--- config.mk ---
export PLATFORM = sky130hd
export DESIGN_NAME = wash_sequencer_flat
export DESIGN_NICKNAME = d
export VERILOG_FILES = /design/src/rtl/wash_sequencer_pkg.sv /design/src/rtl/wash_sequencer_if.sv /design/src/rtl/wash_sequencer.sv /design/src/flat_wrapper.sv
export SDC_FILE = /design/constraint.sdc
export NUM_CORES = 1
export LEC_CHECK = 0
export BUFFER_PORTS_ARGS = -buffer_cell sky130_fd_sc_hd__clkbuf_2
export CORE_ASPECT_RATIO = 2
export CORE_MARGIN = 3
export CORE_UTILIZATION = 31
export CTS_CLUSTER_DIAMETER = 40
export DETAILED_ROUTE_END_ITERATION = 6
export PLACE_DENSITY_LB_ADDON = 0.2
export REMOVE_ABC_BUFFERS = 1
export SYNTH_ARGS = -nofsm -noshare
export SYNTH_HDL_FRONTEND = slang
export SYNTH_SLANG_ARGS = --single-unit
export TNS_END_PERCENT = 100
--- constraint.sdc ---
create_clock -name clk -period 1.8 [get_ports clk]
set_clock_uncertainty 0.2 [all_clocks]
set_input_delay 0.36 -clock clk [delete_from_list [all_inputs] [get_ports clk]]
set_output_delay 0.36 -clock clk [all_outputs]
set_load 0.02 [all_outputs]
--- src/rtl/wash_sequencer_pkg.sv ---
`default_nettype none
// +--------------------------------------------------------------------------+
// | Module   : wash_pkg                                                      |
// | Purpose  : Shared types, phase encodings, default durations and helper   |
// |            functions for the washing-machine program sequencer.          |
// | Revision : 1.0  initial release                                          |
// +--------------------------------------------------------------------------+
package wash_pkg;

    typedef logic [6:0] time_t;   // 0..99 display-ready seconds
    typedef logic [2:0] water_t;  // water level 0..7
    typedef logic [2:0] phase_t;  // externally visible phase code

    // Default program parameters
    localparam int DEF_WATER_LVL = 5;
    localparam int DEF_FILL_STEP = 2;
    localparam int DEF_WASH_T    = 20;
    localparam int DEF_RINSE_T   = 15;
    localparam int DEF_SPIN_T    = 10;

    // Externally visible phase codes. PAUSED has no code of its own: while
    // paused the phase output keeps showing the suspended phase.
    localparam phase_t PH_OFF   = 3'd0;
    localparam phase_t PH_IDLE  = 3'd1;
    localparam phase_t PH_FILL  = 3'd2;
    localparam phase_t PH_WASH  = 3'd3;
    localparam phase_t PH_DRAIN = 3'd4;
    localparam phase_t PH_RINSE = 3'd5;
    localparam phase_t PH_SPIN  = 3'd6;
    localparam phase_t PH_DONE  = 3'd7;

    // Internal FSM state: low three bits equal the phase code.
    typedef enum logic [3:0] {
        ST_OFF    = {1'b0, PH_OFF},
        ST_IDLE   = {1'b0, PH_IDLE},
        ST_FILL   = {1'b0, PH_FILL},
        ST_WASH   = {1'b0, PH_WASH},
        ST_DRAIN  = {1'b0, PH_DRAIN},
        ST_RINSE  = {1'b0, PH_RINSE},
        ST_SPIN   = {1'b0, PH_SPIN},
        ST_DONE   = {1'b0, PH_DONE},
        ST_PAUSED = 4'd8
    } state_t;

    // Duration of a phase in ticks; zero for non-timed states.
    function automatic time_t phase_len(state_t st, int water_lvl, int fill_step,
                                        int wash_t, int rinse_t, int spin_t);
        time_t len;
        len = '0;
        case (st)
            ST_FILL:  len = time_t'(water_lvl * fill_step);
            ST_WASH:  len = time_t'(wash_t);
            ST_DRAIN: len = time_t'(water_lvl);
            ST_RINSE: len = time_t'(rinse_t);
            ST_SPIN:  len = time_t'(spin_t);
            default:  len = '0;
        endcase
        return len;
    endfunction

    // Whole-program duration: two fills, two drains, wash, rinse, spin.
    function automatic time_t program_total(int water_lvl, int fill_step,
                                           int wash_t, int rinse_t, int spin_t);
        return time_t'(2 * water_lvl * fill_step + 2 * water_lvl
                       + wash_t + rinse_t + spin_t);
    endfunction

    localparam int DEF_TOTAL_T = 2 * DEF_WATER_LVL * DEF_FILL_STEP + 2 * DEF_WATER_LVL
                                 + DEF_WASH_T + DEF_RINSE_T + DEF_SPIN_T;

endpackage
`default_nettype wire

--- src/rtl/wash_sequencer_if.sv ---
`default_nettype none
// +--------------------------------------------------------------------------+
// | Module   : wash_sequencer_if                                             |
// | Purpose  : Control pulses in, display-ready status out, for the wash     |
// |            program sequencer.                                            |
// |   master : drives tick_1s / power_pulse / start_pulse, reads status      |
// |   slave  : the sequencer; reads pulses, drives power_light, phase,       |
// |            current_time, total_time, current_water, rest_time, done      |
// | Revision : 1.0  initial release                                          |
// +--------------------------------------------------------------------------+
interface wash_sequencer_if import wash_pkg::*; ();

    logic   tick_1s;
    logic   power_pulse;
    logic   start_pulse;
    logic   power_light;
    phase_t phase;
    time_t  current_time;
    time_t  total_time;
    water_t current_water;
    time_t  rest_time;
    logic   done;

    modport master (
        output tick_1s, power_pulse, start_pulse,
        input  power_light, phase, current_time, total_time,
               current_water, rest_time, done
    );

    modport slave (
        input  tick_1s, power_pulse, start_pulse,
        output power_light, phase, current_time, total_time,
               current_water, rest_time, done
    );

endinterface
`default_nettype wire

--- src/rtl/wash_sequencer.sv ---
`default_nettype none
// +--------------------------------------------------------------------------+
// | Module   : wash_sequencer                                                |
// | Purpose  : Power state and wash-program phase FSM, counting program time |
// |            on a 1 Hz tick. All outputs registered.                       |
// | Ports    : clk   - system clock                                          |
// |            rst_n - synchronous active-low reset                          |
// |            bus   - wash_sequencer_if.slave (pulses in, status out)       |
// | Revision : 1.0  initial release                                          |
// +--------------------------------------------------------------------------+
module wash_sequencer import wash_pkg::*; #(
    parameter int WATER_LVL = DEF_WATER_LVL,
    parameter int FILL_STEP = DEF_FILL_STEP,
    parameter int WASH_T    = DEF_WASH_T,
    parameter int RINSE_T   = DEF_RINSE_T,
    parameter int SPIN_T    = DEF_SPIN_T
) (
    input  wire logic         clk,
    input  wire logic         rst_n,
    wash_sequencer_if.slave   bus
);

    localparam time_t c_total    = program_total(WATER_LVL, FILL_STEP, WASH_T, RINSE_T, SPIN_T);
    localparam time_t c_fill_len = phase_len(ST_FILL, WATER_LVL, FILL_STEP, WASH_T, RINSE_T, SPIN_T);
    localparam time_t c_step_max = time_t'(FILL_STEP - 1);
    localparam time_t c_rest_max = 7'd99;

    state_t r_state;
    state_t r_held;         // phase suspended by a pause
    logic   r_cycle2;       // second (rinse) pass through FILL/DRAIN
    time_t  r_step;         // fill sub-step counter
    logic   r_power_light;
    phase_t r_phase;
    time_t  r_cur;
    time_t  r_total;
    water_t r_water;
    time_t  r_rest;
    logic   r_done;

    state_t w_next_state;
    time_t  w_next_len;
    logic   w_running;
    logic   w_go_off;
    logic   w_load_idle;

    always_comb begin
        w_next_state = ST_DONE;
        case (r_state)
            ST_FILL:  w_next_state = r_cycle2 ? ST_RINSE : ST_WASH;
            ST_WASH:  w_next_state = ST_DRAIN;
            ST_DRAIN: w_next_state = r_cycle2 ? ST_SPIN : ST_FILL;
            ST_RINSE: w_next_state = ST_DRAIN;
            default:  w_next_state = ST_DONE;
        endcase
        w_next_len  = phase_len(w_next_state, WATER_LVL, FILL_STEP, WASH_T, RINSE_T, SPIN_T);
        w_running   = (r_state == ST_FILL) || (r_state == ST_WASH) || (r_state == ST_DRAIN) ||
                      (r_state == ST_RINSE) || (r_state == ST_SPIN);
        // Power toggles OFF<->on; start in DONE re-arms the same program.
        w_go_off    = bus.power_pulse && (r_state != ST_OFF);
        w_load_idle = (bus.power_pulse && (r_state == ST_OFF)) ||
                      (!bus.power_pulse && bus.start_pulse && (r_state == ST_DONE));
    end

    always_ff @(posedge clk) begin
        if (!rst_n || w_go_off) begin
            r_state       <= ST_OFF;
            r_held        <= ST_OFF;
            r_cycle2      <= 1'b0;
            r_step        <= '0;
            r_power_light <= 1'b0;
            r_phase       <= PH_OFF;
            r_cur         <= '0;
            r_total       <= '0;
            r_water       <= '0;
            r_rest        <= '0;
            r_done        <= 1'b0;
        end else if (w_load_idle) begin
            r_state       <= ST_IDLE;
            r_cycle2      <= 1'b0;
            r_step        <= '0;
            r_power_light <= 1'b1;
            r_phase       <= PH_IDLE;
            r_cur         <= c_fill_len;
            r_total       <= c_total;
            r_water       <= '0;
            r_rest        <= '0;
            r_done        <= 1'b0;
        end else if (bus.start_pulse) begin
            // Any tick in the same cycle is intentionally dropped.
            if (r_state == ST_IDLE) begin
                r_state <= ST_FILL;
                r_phase <= PH_FILL;
            end else if (w_running) begin
                r_held  <= r_state;
                r_state <= ST_PAUSED;
                r_rest  <= '0;
            end else if (r_state == ST_PAUSED) begin
                r_state <= r_held;
                r_rest  <= '0;
            end
        end else if (bus.tick_1s) begin
            if (w_running) begin
                r_total <= r_total - 7'd1;
                if (r_state == ST_FILL) begin
                    // The step counter wraps exactly at phase end, so it is
                    // already zero when the next FILL begins.
                    if (r_step == c_step_max) begin
                        r_step  <= '0;
                        r_water <= r_water + 3'd1;
                    end else begin
                        r_step  <= r_step + 7'd1;
                    end
                end else if (r_state == ST_DRAIN) begin
                    r_water <= r_water - 3'd1;
                end
                if (r_cur == 7'd1) begin
                    r_state <= w_next_state;
                    r_phase <= w_next_state[2:0];
                    r_cur   <= w_next_len;
                    if (r_state == ST_DRAIN) begin
                        r_cycle2 <= 1'b1;
                    end
                    if (w_next_state == ST_DONE) begin
                        r_done <= 1'b1;
                    end
                end else begin
                    r_cur <= r_cur - 7'd1;
                end
            end else if (r_state == ST_PAUSED) begin
                if (r_rest != c_rest_max) begin
                    r_rest <= r_rest + 7'd1;
                end
            end
        end
    end

    assign bus.power_light   = r_power_light;
    assign bus.phase         = r_phase;
    assign bus.current_time  = r_cur;
    assign bus.total_time    = r_total;
    assign bus.current_water = r_water;
    assign bus.rest_time     = r_rest;
    assign bus.done          = r_done;

endmodule
`default_nettype wire
--- src/flat_wrapper.sv ---
// flat-port wrapper written by rule: the top's interface ports become plain ports
module wash_sequencer_flat import wash_pkg::*;
#(
    parameter int WATER_LVL = DEF_WATER_LVL,
    parameter int FILL_STEP = DEF_FILL_STEP,
    parameter int WASH_T    = DEF_WASH_T,
    parameter int RINSE_T   = DEF_RINSE_T,
    parameter int SPIN_T    = DEF_SPIN_T
)
  (clk, rst_n, bus_tick_1s, bus_power_pulse, bus_start_pulse, bus_power_light, bus_phase, bus_current_time, bus_total_time, bus_current_water, bus_rest_time, bus_done);
  wash_sequencer_if bus_i ();
  input  wire logic clk;
  input  wire logic rst_n;
  input wire logic [$bits(bus_i.tick_1s)-1:0] bus_tick_1s;
  input wire logic [$bits(bus_i.power_pulse)-1:0] bus_power_pulse;
  input wire logic [$bits(bus_i.start_pulse)-1:0] bus_start_pulse;
  output wire logic [$bits(bus_i.power_light)-1:0] bus_power_light;
  output wire logic [$bits(bus_i.phase)-1:0] bus_phase;
  output wire logic [$bits(bus_i.current_time)-1:0] bus_current_time;
  output wire logic [$bits(bus_i.total_time)-1:0] bus_total_time;
  output wire logic [$bits(bus_i.current_water)-1:0] bus_current_water;
  output wire logic [$bits(bus_i.rest_time)-1:0] bus_rest_time;
  output wire logic [$bits(bus_i.done)-1:0] bus_done;
  assign bus_i.tick_1s = bus_tick_1s;
  assign bus_i.power_pulse = bus_power_pulse;
  assign bus_i.start_pulse = bus_start_pulse;
  assign bus_power_light = bus_i.power_light;
  assign bus_phase = bus_i.phase;
  assign bus_current_time = bus_i.current_time;
  assign bus_total_time = bus_i.total_time;
  assign bus_current_water = bus_i.current_water;
  assign bus_rest_time = bus_i.rest_time;
  assign bus_done = bus_i.done;
  wash_sequencer #(.WATER_LVL(WATER_LVL), .FILL_STEP(FILL_STEP), .WASH_T(WASH_T), .RINSE_T(RINSE_T), .SPIN_T(SPIN_T)) u_core (.clk(clk), .rst_n(rst_n), .bus(bus_i));
endmodule
# Yosys cells after proc, flatten, opt, wreduce, memory -nomap -nowiden
# Index checks and enable logic that the tools add are counted.
# totals
register_bits	45
input_bits	5
out_inout_bits	29
wordCells	129
# classes
n_addsub	6
eq_ne	23
muxes	39
bitwise_logic	3
n_reduce_logical	43
# ops
cell	n
7-bit 2-to-1 mux	14
4-bit 2-to-1 mux	11
4-bit by 3-bit == test with 1-bit output (second input constant)	8
3-bit 2-to-1 mux	10
4-bit AND reduction	6
5-bit one-hot mux with 4 select lines	1
2-bit nonzero test	9
4-bit by 2-bit == test with 1-bit output (second input constant)	4
5-bit AND reduction	3
7-bit by 1-bit adder with 7-bit output (second input constant)	2
7-bit by 1-bit == test with 1-bit output (second input constant)	2
7-bit by 1-bit subtractor with 7-bit output (second input constant)	2
4-bit one-hot mux with 3 select lines	1
3-bit nonzero test	4
4-bit nonzero test	2
7-bit inequality test (second input constant)	1
1-bit logical OR	6
2-bit inequality test (second input constant)	3
3-bit AND reduction	2
6-bit AND reduction	1
2-bit OR reduction	3
4-bit by 1-bit == test with 1-bit output (second input constant)	1
4-bit == test (second input constant)	1
1-bit logical AND	4
8 further kinds	13

# Depth between registers and ports, before layout
# Gate-level depths: netlist (run 1).
# logic_depth
ltp_word	11
mapped_depth	8
ltp_nobuf	7

# Least setup slack after synthesis (run 1)
# OpenSTA, ideal clock, no wires.
# synth_path
path_type	register to register
startpoint	reg u_core.r_cur[0], in the netlist u_core.bus.current_time[0]
endpoint	reg u_core.r_cur[1], in the netlist u_core.bus.current_time[1]
setup_time_ps	91
t_arrival_ps	1804
t_required_ps	1509
path_slack_ps	-295
path_stages_with_launch	8
n_path_buf	1
synth_period_minus_slack_ps	2095
cell_sequence	dfxtp_1 -> ha_1 -> nor4b_2 -> and2_0 -> buf_4 -> mux2i_1 -> nor2_1 -> a311oi_1
# synth_via
elab_chain_cells	6
elab_cells_between_ends	7
classes_between	add/sub (1); eq/ne (1); mux (5)
# synth_lines
element	line_no	text
start, declared	wash_sequencer.sv:34	time_t r_cur;
start signal, assigned	wash_sequencer.sv:83	r_cur <= c_fill_len;
start signal, assigned	wash_sequencer.sv:119	r_cur <= w_next_len;
start signal, assigned	wash_sequencer.sv:127	r_cur <= r_cur - 7'd1;
7-bit by 1-bit subtractor with 7-bit output or 7-bit by 1-bit == test with 1-bit output (tied branches)	wash_sequencer.sv:127, wash_sequencer.sv:116	
7-bit 2-to-1 mux (*)	wash_sequencer.sv:116	if (r_cur == 7'd1) begin
4-bit 2-to-1 mux (*)	wash_sequencer.sv:102	if (w_running) begin
4-bit 2-to-1 mux (*)	wash_sequencer.sv:101	end else if (bus.tick_1s) begin
4-bit 2-to-1 mux (*)	wash_sequencer.sv:88	end else if (bus.start_pulse) begin
4-bit 2-to-1 mux (*)	wash_sequencer.sv:77	end else if (w_load_idle) begin
# Mark *: on every way between the ends. The rest lies on a longest branch, timed or not. The select of a mux whose other input is x is not followed.
# A chain may end at the register's enable or synchronous reset.

# Worst setup path in the final report (run 1)
# layout_path
startpoint	reg u_core.r_state[2] in the netlist's numbering
endpoint	reg u_core.r_step[3]
# layout_via
elab_chain_cells	6
elab_cells_between_ends	19
classes_between	eq/ne (6); reduce/logical (13)
# layout_lines
element	line_no	text
start, declared	wash_sequencer.sv:28	state_t r_state;
start signal, assigned	wash_sequencer.sv:98	r_state <= r_held;
start signal, assigned	wash_sequencer.sv:117	r_state <= w_next_state;
4-bit by 2-bit == test with 1-bit output (on tied branches)	wash_sequencer.sv:56, wash_sequencer.sv:104	
1-bit logical OR (3 in a row)	wash_sequencer.sv:56	w_running = (r_state == ST_FILL) || (r_state == ST_WASH) || (r_state == ST_DRAIN) ||
1-bit logical OR	wash_sequencer.sv:57	(r_state == ST_RINSE) || (r_state == ST_SPIN);
4-bit AND reduction (no line)	-	
end signal, assigned	wash_sequencer.sv:111	r_step <= r_step + 7'd1;
end, declared	wash_sequencer.sv:31	time_t r_step;
# Several ways; a longest one is shown, not always the timed one.

==> metrics.csv, run 1 <==
stage,metric,value,unit
hold_path,cell_depth_of_the_worst_hold_path,2,
place,io_buffers,33,
critical_path,timing.reg2reg.worst_path_depth,6,
yosys,ys_top_cells_by_area,"sky130_fd_sc_hd__dfxtp_1, sky130_fd_sc_hd__nor2_1, sky130_fd_sc_hd__a21oi_1",
clock_network,cts_tree,done,
critical_path,max_stage_delay,0.58,ns
sta,relSlewSlack,75.2,%
yosys,synthDominantAreaCellType,sky130_fd_sc_hd__dfxtp_1,
floorplanning,die-width,70.2,um
final_layout,nets,449,
outcome,violations,setup timing,
critical_path,worst_setup_start_kind,flop,
route,detail_route.first_pass.iterations,4,
final_layout,post_route_standard_cell_area_excluding_fillers,4070,um^2
sta,hold_viol_final,0,
clock_network,numClockSinks,45,
global_route,final_global_route_overflow_total,0,
yosys,postSynth.topFlopCell,sky130_fd_sc_hd__dfxtp_1,
outcome,status,"complete, but fails checks",
global_route,first_pass_grt_wire_length,12600,um
floorplanning,dieHeight,134,um
critical_path,worst-path-stages,6,
floorplanning,die_area,9450,um^2
yosys,synth-warning-count,0,
route,detail_route.iter0.violations,80,
yosys,synth-seq-cells,45,
yosys,post_synth_num_cell_types,55,
final_layout,num_antenna_cells,0,
global_route,grt_start_max_net_pins,16,
power_and_ir_drop,powerDensity,654,nW/um^2
route,avgRoutedWirePerCell,15.6,um
clock_network,latest_clock_arrival_within_the_worst_skew_pair,0.29,ns
route,postRouteAntennaNets,0,
sta,clock.fmax,517,MHz
clock_network,cts-root-buf,sky130_fd_sc_hd__clkbuf_16,
final_layout,post_route_cells_drive_above_1_share,47.8,%
sta,final_period_minus_worst_setup_slack,1.94,ns
critical_path,critPathTopFamily,simple AND/OR/NAND/NOR gates,
place,post_place_setup_slack,-0.345,ns
hold_path,min-delay-path-class,flop to flop,
sta,finalSetupViolations,20,
place,globalplace.congestion,0.865,
power_and_ir_drop,ir_worst_vdd,325,uV
critical_path,worstPathBufferInverterCount,1,
global_route,grt_usage,17.1,%
floorplanning,core,8000,um^2
yosys,syn_area,2560,um^2
sta,finalMaxSlewViolations,0,
floorplanning,top_level_ports,34,
global_route,first_global_vias,2692,
place,dp_hpwl,6250,um
yosys,synth_async_sr_flop_share,0,%
clock_network,cts_max_level,2,
route,vias,2726,
place,placedInstanceArea,3350,um^2
final_layout,fill_cells,762,
critical_path,critical_path_fanout_max,6,
route,total_routed_length,8320,um
sta,grt_setup_unrepaired,yes,
yosys,synth_area_per_cell,8.25,um^2
sta,worst_slew_pin_slew,0.371,ns
clock_network,clk_pin_slew_worst_paths,0.06,ns
critical_path,setup.worst_path.class,flop to flop,
yosys,yosysTopAreaCellShare,35.2,%
route,drt_drc_violations_left,0,
yosys,synth-edff-count,0,
critical_path,cp.required,1.79,ns
sta,setup_slack,-0.135,ns
clock_network,clock_tree.buffer_depth,2,
route,detail_route.vias_per_cell,5.11,
critical_path,timing.critical_path.slowest_stage_cell,sky130_fd_sc_hd__or4b_4,
power_and_ir_drop,power_leakage,1.68,nW
clock_network,cts_made_buffers,5,
critical_path,crit_path_end_kind,flop,
yosys,synth.yosys.seq_area_share,35.2,%
critical_path,data_arrival_time_of_the_worst_path,1.92,ns
run,timing.max_cap.violations,0,
yosys,synth_top_cells_by_count,"sky130_fd_sc_hd__dfxtp_1, sky130_fd_sc_hd__nor2_1, sky130_fd_sc_hd__nand2_1",
global_route,grt_antenna_before_repair,0,
yosys,library_cell_with_the_highest_instance_count_after_synthesis,sky130_fd_sc_hd__dfxtp_1,
sta,finalCritPeriodShare,108,%
yosys,number_of_instances_in_the_synthesized_netlist,310,
floorplanning,floorplan.rows,46,
final_layout,layout-area-overhead-vs-synth,59.0,%
clock_network,ctsHoldBuffers,0,
critical_path,cp_cell_sequence,"or4b_4, buf_4, nor3_4, nand3_2, xor2_2, nor2_4",
floorplanning,initial_core_utilization,32.0,%
[cell families (layout without fill, tap and decap cells)]
| kind of cell | after synthesis | after routing | share of synthesized area [%] |
|---|---|---|---|
| muxes | 5 | 5 | 1.96 |
| AOI/OAI and AO/OA | 74 | 74 | 19.7 |
| buffers and inverters | 32 | 159 | 5.67 |
| adders and majority gates | 7 | 7 | 3.72 |
| and+or+nand+nor | 129 | 129 | 27.6 |
| xor gates and xnor gates | 18 | 18 | 6.16 |
| DFF | 45 | 45 | 35.2 |
[area by class of cell]
type | count | area [um^2] | share of cell area, %
Multi-Input combinational cell | 233 | 1820 | 44.8
Timing Repair Buffer | 133 | 993 | 24.4
Sequential cell | 45 | 913 | 22.5
Clock buffer | 6 | 139 | 3.41
Tap cell | 96 | 120 | 2.95
Inverter | 19 | 73.8 | 1.81
Clock inverter | 1 | 7.51 | 0.185
[stage by stage]
step	hold slack, ns	utilization [%]	TNS (ns)	std cells	power, W
after global routing	0.258	50.8	-2.54	533	0.00279
final	0.259	50.8	-0.877	533	0.00266
after detailed placement	0.257	41.9	-6.54	502	0.00163
after CTS	0.247	46.4	-1.38	523	0.00262
after floorplan	0.236	-	-10.55	297	0.00137
after global placement	0.251	41.9	-4.98	502	0.00163
[power by group]
group          switching [W]  internal (W)
registers          0.0000407       0.00103
logic               0.000349      0.000309
clock network       0.000382      0.000545
[tightest hold or removal path, cell delays in order (launching register included)]
cell and delay, ns:
sky130_fd_sc_hd__dfxtp_1 0.31, sky130_fd_sc_hd__nand2_1 0.05, sky130_fd_sc_hd__a21oi_1 0.05
[placed cells by master, fill, tap and decap left out, drive strengths merged, types with 2 or more instances in the layout]
master   instances
buf            100
dfxtp           45
clkbuf          39
nor2            38
nand2           24
a21oi           21
inv             19
o21ai           18
nand3           17
xor2            11
nor3             8
xnor2            7
o211ai           6
nand4            6
ha               6
mux2i            5
nor2b            5
and3             5
o31ai            5
a31oi            5
o22ai            4
nor3b            4
nor4             4
nand2b           3
or4              3
a41oi            3
o2111ai          3
or2              2
a311oi           2
a31o             2
and2             2
a211oi           2
[repair_timing]
item                                    CTS  global route
cloned                                    0             0
resized for setup                        33            61
endpoints found under the setup margin   42            41
pin swaps                                11            28
setup buffers                            14            10
[layer usage]
| metal | up-vias | wire length, um | share of wire [%] | track usage (%) |
|---|---|---|---|---|
| met5 | - | 0 | 0 | 0 |
| met4 | 0 | 479 | 5.8 | 12.5 |
| met3 | 26 | 194 | 2.3 | 2.09 |
| met2 | 47 | 4850 | 58 | 33.6 |
| met1 | 1296 | 2790 | 34 | 15.2 |
| li1 | 1357 | - | - | - |
[final timing paths]
| path | startpoint | slack (ns) | end |
|---|---|---|---|
| setup / recovery | u_core.r_state[2] | -0.14 | u_core.r_step[3] |
| hold / removal | u_core.r_held[2] | 0.26 | u_core.r_held[2] |
| setup reg to reg | u_core.r_state[2] | -0.14 | u_core.r_step[3] |
| hold reg to reg | u_core.r_held[2] | 0.26 | u_core.r_held[2] |
[flip-flops by register name, summed over array words and instances (netlist names)]
name	flops
u_core.r_cycle2	1
u_core.r_state	4
u_core.bus.current_water	3
u_core.bus.total_time	7
u_core.bus.rest_time	7
u_core.r_step	7
u_core.r_held	4
u_core.bus.power_light	1
u_core.bus.current_time	7
u_core.bus.done	1
u_core.bus.phase	3
Note: power is estimated with default switching activity, not from simulation.
==> run 2: changes to the inputs <==
- ABC_AREA: not set -> 1
==> metrics.csv, run 2 <==
stage,metric,value,unit,change
route,total_routed_length,7260,um,was 8320 um
critical_path,critical_path.reg2reg.endpoint,u_core.bus.current_water[2],,was u_core.r_step[3]
place,globalplace.congestion,0.857,,was 0.865
yosys,synth.yosys.seq_area_share,33.7,%,was 35.2%
critical_path,reg2reg_from,u_core.r_state[0],,was u_core.r_state[2]
floorplanning,die_area,9850,um^2,was 9450 um^2
final_layout,most_common_cell_after_layout_fill_and_taps_aside,sky130_fd_sc_hd__nand2_1,,was sky130_fd_sc_hd__buf_4
yosys,synth_async_sr_flop_share,0,%,unchanged
route,postRouteAntennaNets,0,,unchanged
power_and_ir_drop,ir_worst_vdd,546,uV,was 325 uV
global_route,grt_antenna_before_repair,0,,unchanged
sta,finalMaxSlewViolations,0,,unchanged
floorplanning,core,8350,um^2,was 8000 um^2
final_layout,layout-area-overhead-vs-synth,22.9,%,was 59.0%
yosys,synth-edff-count,0,,unchanged
floorplanning,top_level_ports,34,,unchanged
power_and_ir_drop,power_leakage,1.49,nW,was 1.68 nW
critical_path,setup.reg_to_reg.worst_slack,0.09,ns,was -0.14 ns
power_and_ir_drop,powerDensity,715,nW/um^2,was 654 nW/um^2
yosys,synth-seq-cells,45,,unchanged
route,detail_route.vias_per_cell,4.72,,was 5.11
clock_network,clk_pin_slew_worst_paths,0.06,ns,about the same
place,placedInstanceArea,3080,um^2,was 3350 um^2
global_route,grt_usage,15.0,%,was 17.1%
global_route,final_global_route_overflow_total,0,,unchanged
yosys,number_of_instances_in_the_synthesized_netlist,387,,was 310
critical_path,worst_setup_start_kind,flop,,unchanged
yosys,library_cell_with_the_highest_instance_count_after_synthesis,sky130_fd_sc_hd__nand2_1,,was sky130_fd_sc_hd__dfxtp_1
global_route,first_pass_grt_wire_length,11500,um,was 12600 um
place,io_buffers,33,,unchanged
yosys,ys_top_cells_by_area,"sky130_fd_sc_hd__dfxtp_1, sky130_fd_sc_hd__nand2_1, sky130_fd_sc_hd__nor2_1",,"was sky130_fd_sc_hd__dfxtp_1, sky130_fd_sc_hd__nor2_1, sky130_fd_sc_hd__a21oi_1"
global_route,first_global_vias,2566,,was 2692
route,detail_route.first_pass.iterations,4,,unchanged
final_layout,fill_cells,920,,was 762
route,avgRoutedWirePerCell,13.3,um,was 15.6 um
clock_network,clock_tree.buffer_depth,2,,unchanged
sta,setup_slack,0.0943,ns,was -0.135 ns
clock_network,cts-root-buf,sky130_fd_sc_hd__clkbuf_16,,unchanged
yosys,synthDominantAreaCellType,sky130_fd_sc_hd__dfxtp_1,,unchanged
hold_path,min-delay-path-class,input pin to flop,,was flop to flop
clock_network,cts_tree,done,,unchanged
final_layout,seq_area,906,um^2,was 913 um^2
sta,hold_viol_final,0,,unchanged
place,dp_hpwl,5540,um,was 6250 um
clock_network,numClockSinks,45,,unchanged
sta,finalCritPeriodShare,94.8,%,was 108%
floorplanning,floorplan.rows,47,,was 46
critical_path,critical_path_fanout_max,6,,unchanged
yosys,post_synth_num_cell_types,31,,was 55
clock_network,cts_made_buffers,5,,unchanged
final_layout,post_route_standard_cell_area_excluding_fillers,3290,um^2,was 4070 um^2
route,vias,2584,,was 2726
critical_path,cp.required,1.78,ns,was 1.79 ns
hold_path,hold_path_end,u_core.r_held[3],,was u_core.r_held[2]
final_layout,post_route_cells_drive_above_1_share,25.4,%,was 47.8%
outcome,status,"finished, final reports clean",,"was complete, but fails checks"
run,timing.max_cap.violations,0,,unchanged
sta,tns,0,ns,was -0.877 ns
floorplanning,dieHeight,137,um,was 134 um
critical_path,crit_path_end_kind,flop,,unchanged
yosys,syn_area,2680,um^2,was 2560 um^2
sta,grt_setup_unrepaired,yes,,unchanged
hold_path,worstHoldStart,rst_n,,was u_core.r_held[2]
sta,finalSetupViolations,0,,was 20
place,placed_cells,534,,was 502
critical_path,data_arrival_time_of_the_worst_path,1.69,ns,was 1.92 ns
clock_network,cts_max_level,2,,unchanged
final_layout,num_antenna_cells,0,,unchanged
floorplanning,die-width,71.7,um,was 70.2 um
yosys,synth_top_cells_by_count,"sky130_fd_sc_hd__nand2_1, sky130_fd_sc_hd__nor2_1, sky130_fd_sc_hd__inv_1",,"was sky130_fd_sc_hd__dfxtp_1, sky130_fd_sc_hd__nor2_1, sky130_fd_sc_hd__nand2_1"
yosys,synth_area_per_cell,6.91,um^2,was 8.25 um^2
final_layout,multi_input_comb_area,1530,um^2,was 1820 um^2
yosys,synth-warning-count,0,,unchanged
sta,relSlewSlack,82.5,%,was 75.2%
place,post_place_setup_slack,0.00616,ns,was -0.345 ns
sta,clock.fmax,586,MHz,was 517 MHz
yosys,yosysTopAreaCellShare,33.7,%,was 35.2%
route,drt_drc_violations_left,0,,unchanged
global_route,grt_start_max_net_pins,17,,was 16
route,detail_route.iter0.violations,121,,was 80
critical_path,setup.worst_path.class,flop to flop,,unchanged
sta,worst_slew_pin_slew,0.261,ns,was 0.371 ns
yosys,postSynth.topFlopCell,sky130_fd_sc_hd__dfxtp_1,,unchanged
final_layout,final_cell_mix,"sky130_fd_sc_hd__nand2_1, sky130_fd_sc_hd__nor2_1, sky130_fd_sc_hd__inv_1",,"was sky130_fd_sc_hd__buf_4, sky130_fd_sc_hd__dfxtp_1, sky130_fd_sc_hd__clkbuf_2"
critical_path,setup.worst_path.start,u_core.r_state[0],,was u_core.r_state[2]
floorplanning,initial_core_utilization,32.0,%,about the same
hold_path,cell_depth_of_the_worst_hold_path,3,,was 2
clock_network,latest_clock_arrival_within_the_worst_skew_pair,0.29,ns,about the same
critical_path,timing.reg2reg.worst_path_depth,8,,was 6
final_layout,nets,460,,was 449
final_layout,final_cells,547,,was 533
sta,fin_worst_hold_slack,0.227,ns,was 0.259 ns
sta,final_period_minus_worst_setup_slack,1.71,ns,was 1.94 ns
-- run 2: changes by cell type after synthesis, sizes merged, moves of 5 or more --
cell	before	now
a21oi	21	33
a31oi	5	0
and3	5	0
clkbuf	5	0
inv	19	55
mux2i	5	0
nand2	24	101
nand3	17	31
nor2	38	61
nor2b	5	0
o211ai	6	0
o31ai	5	0
xor2	11	5
-- run 2: repair_timing --
item	CTS	global route
pin swaps	1	2
gates cloned	0	1
hold buffers	0	0
gates resized for setup	0	8
buffers inserted	0	4
endpoints found under the setup margin	2	26
-- run 2: logic make-up after synthesis --
logic type / after synthesis / share of synthesized area [%]
DFF: 45 / 33.7
adders and majority gates: 7 / 3.55
buffers and inverters: 60 / 9.78
AOI/OAI and AO/OA: 55 / 12.0
and+or+nand+nor: 209 / 37.4
xor gates and xnor gates: 11 / 3.60
-- run 2: worst max-delay path by stage --
stage,depth (start not counted),slack [ns],end
final,8,0.09,u_core.bus.current_water[2]
after global routing,9,-0.02,u_core.r_step[4]
after CTS,7,0.01,u_core.bus.total_time[5]
after detailed placement,7,0.006,u_core.bus.total_time[5]
after global placement,7,-0.05,u_core.r_step[2]
after floorplan,10,0.09,u_core.bus.phase[0]
-- run 2: power breakdown --
group | leakage [nW] | switching (W) | internal (W)
logic | 1.05 | 0.000260 | 0.000145
clock network | 0.0652 | 0.000373 | 0.000517
registers | 0.367 | 0.0000289 | 0.00103
-- run 2: layer usage --
metal	wire, um	vias up	global-route usage [%]
li1	-	1345	-
met1	2690	1183	13.4
met2	4100	40	30.6
met3	195	16	2.48
met4	271	0	7.32
met5	0	-	0
-- run 2: cell type report --
type	instances	area share, %
sequential	45	27.5
clock buffer	8	4.15
inverter	55	6.51
tap	98	3.73
multi-input combinational	283	46.6
timing repair buffer	58	11.5
-- run 2: critical path: stages (launching register included) --
cell                      delay (ns)
sky130_fd_sc_hd__dfxtp_2        0.38
sky130_fd_sc_hd__inv_1          0.08
sky130_fd_sc_hd__nand3_2        0.12
sky130_fd_sc_hd__inv_2          0.06
sky130_fd_sc_hd__fa_1           0.37
sky130_fd_sc_hd__xnor2_1        0.21
sky130_fd_sc_hd__nand3_1        0.10
sky130_fd_sc_hd__nand2_1        0.06
sky130_fd_sc_hd__nor2_1         0.03
-- run 2: through the flow --
step                      total power, W  utilization, %
after global routing             0.00247            39.4
after floorplan                  0.00134               -
after CTS                        0.00237            38.6
after detailed placement         0.00146            36.9
final                            0.00235            39.4
after global placement           0.00147            36.9
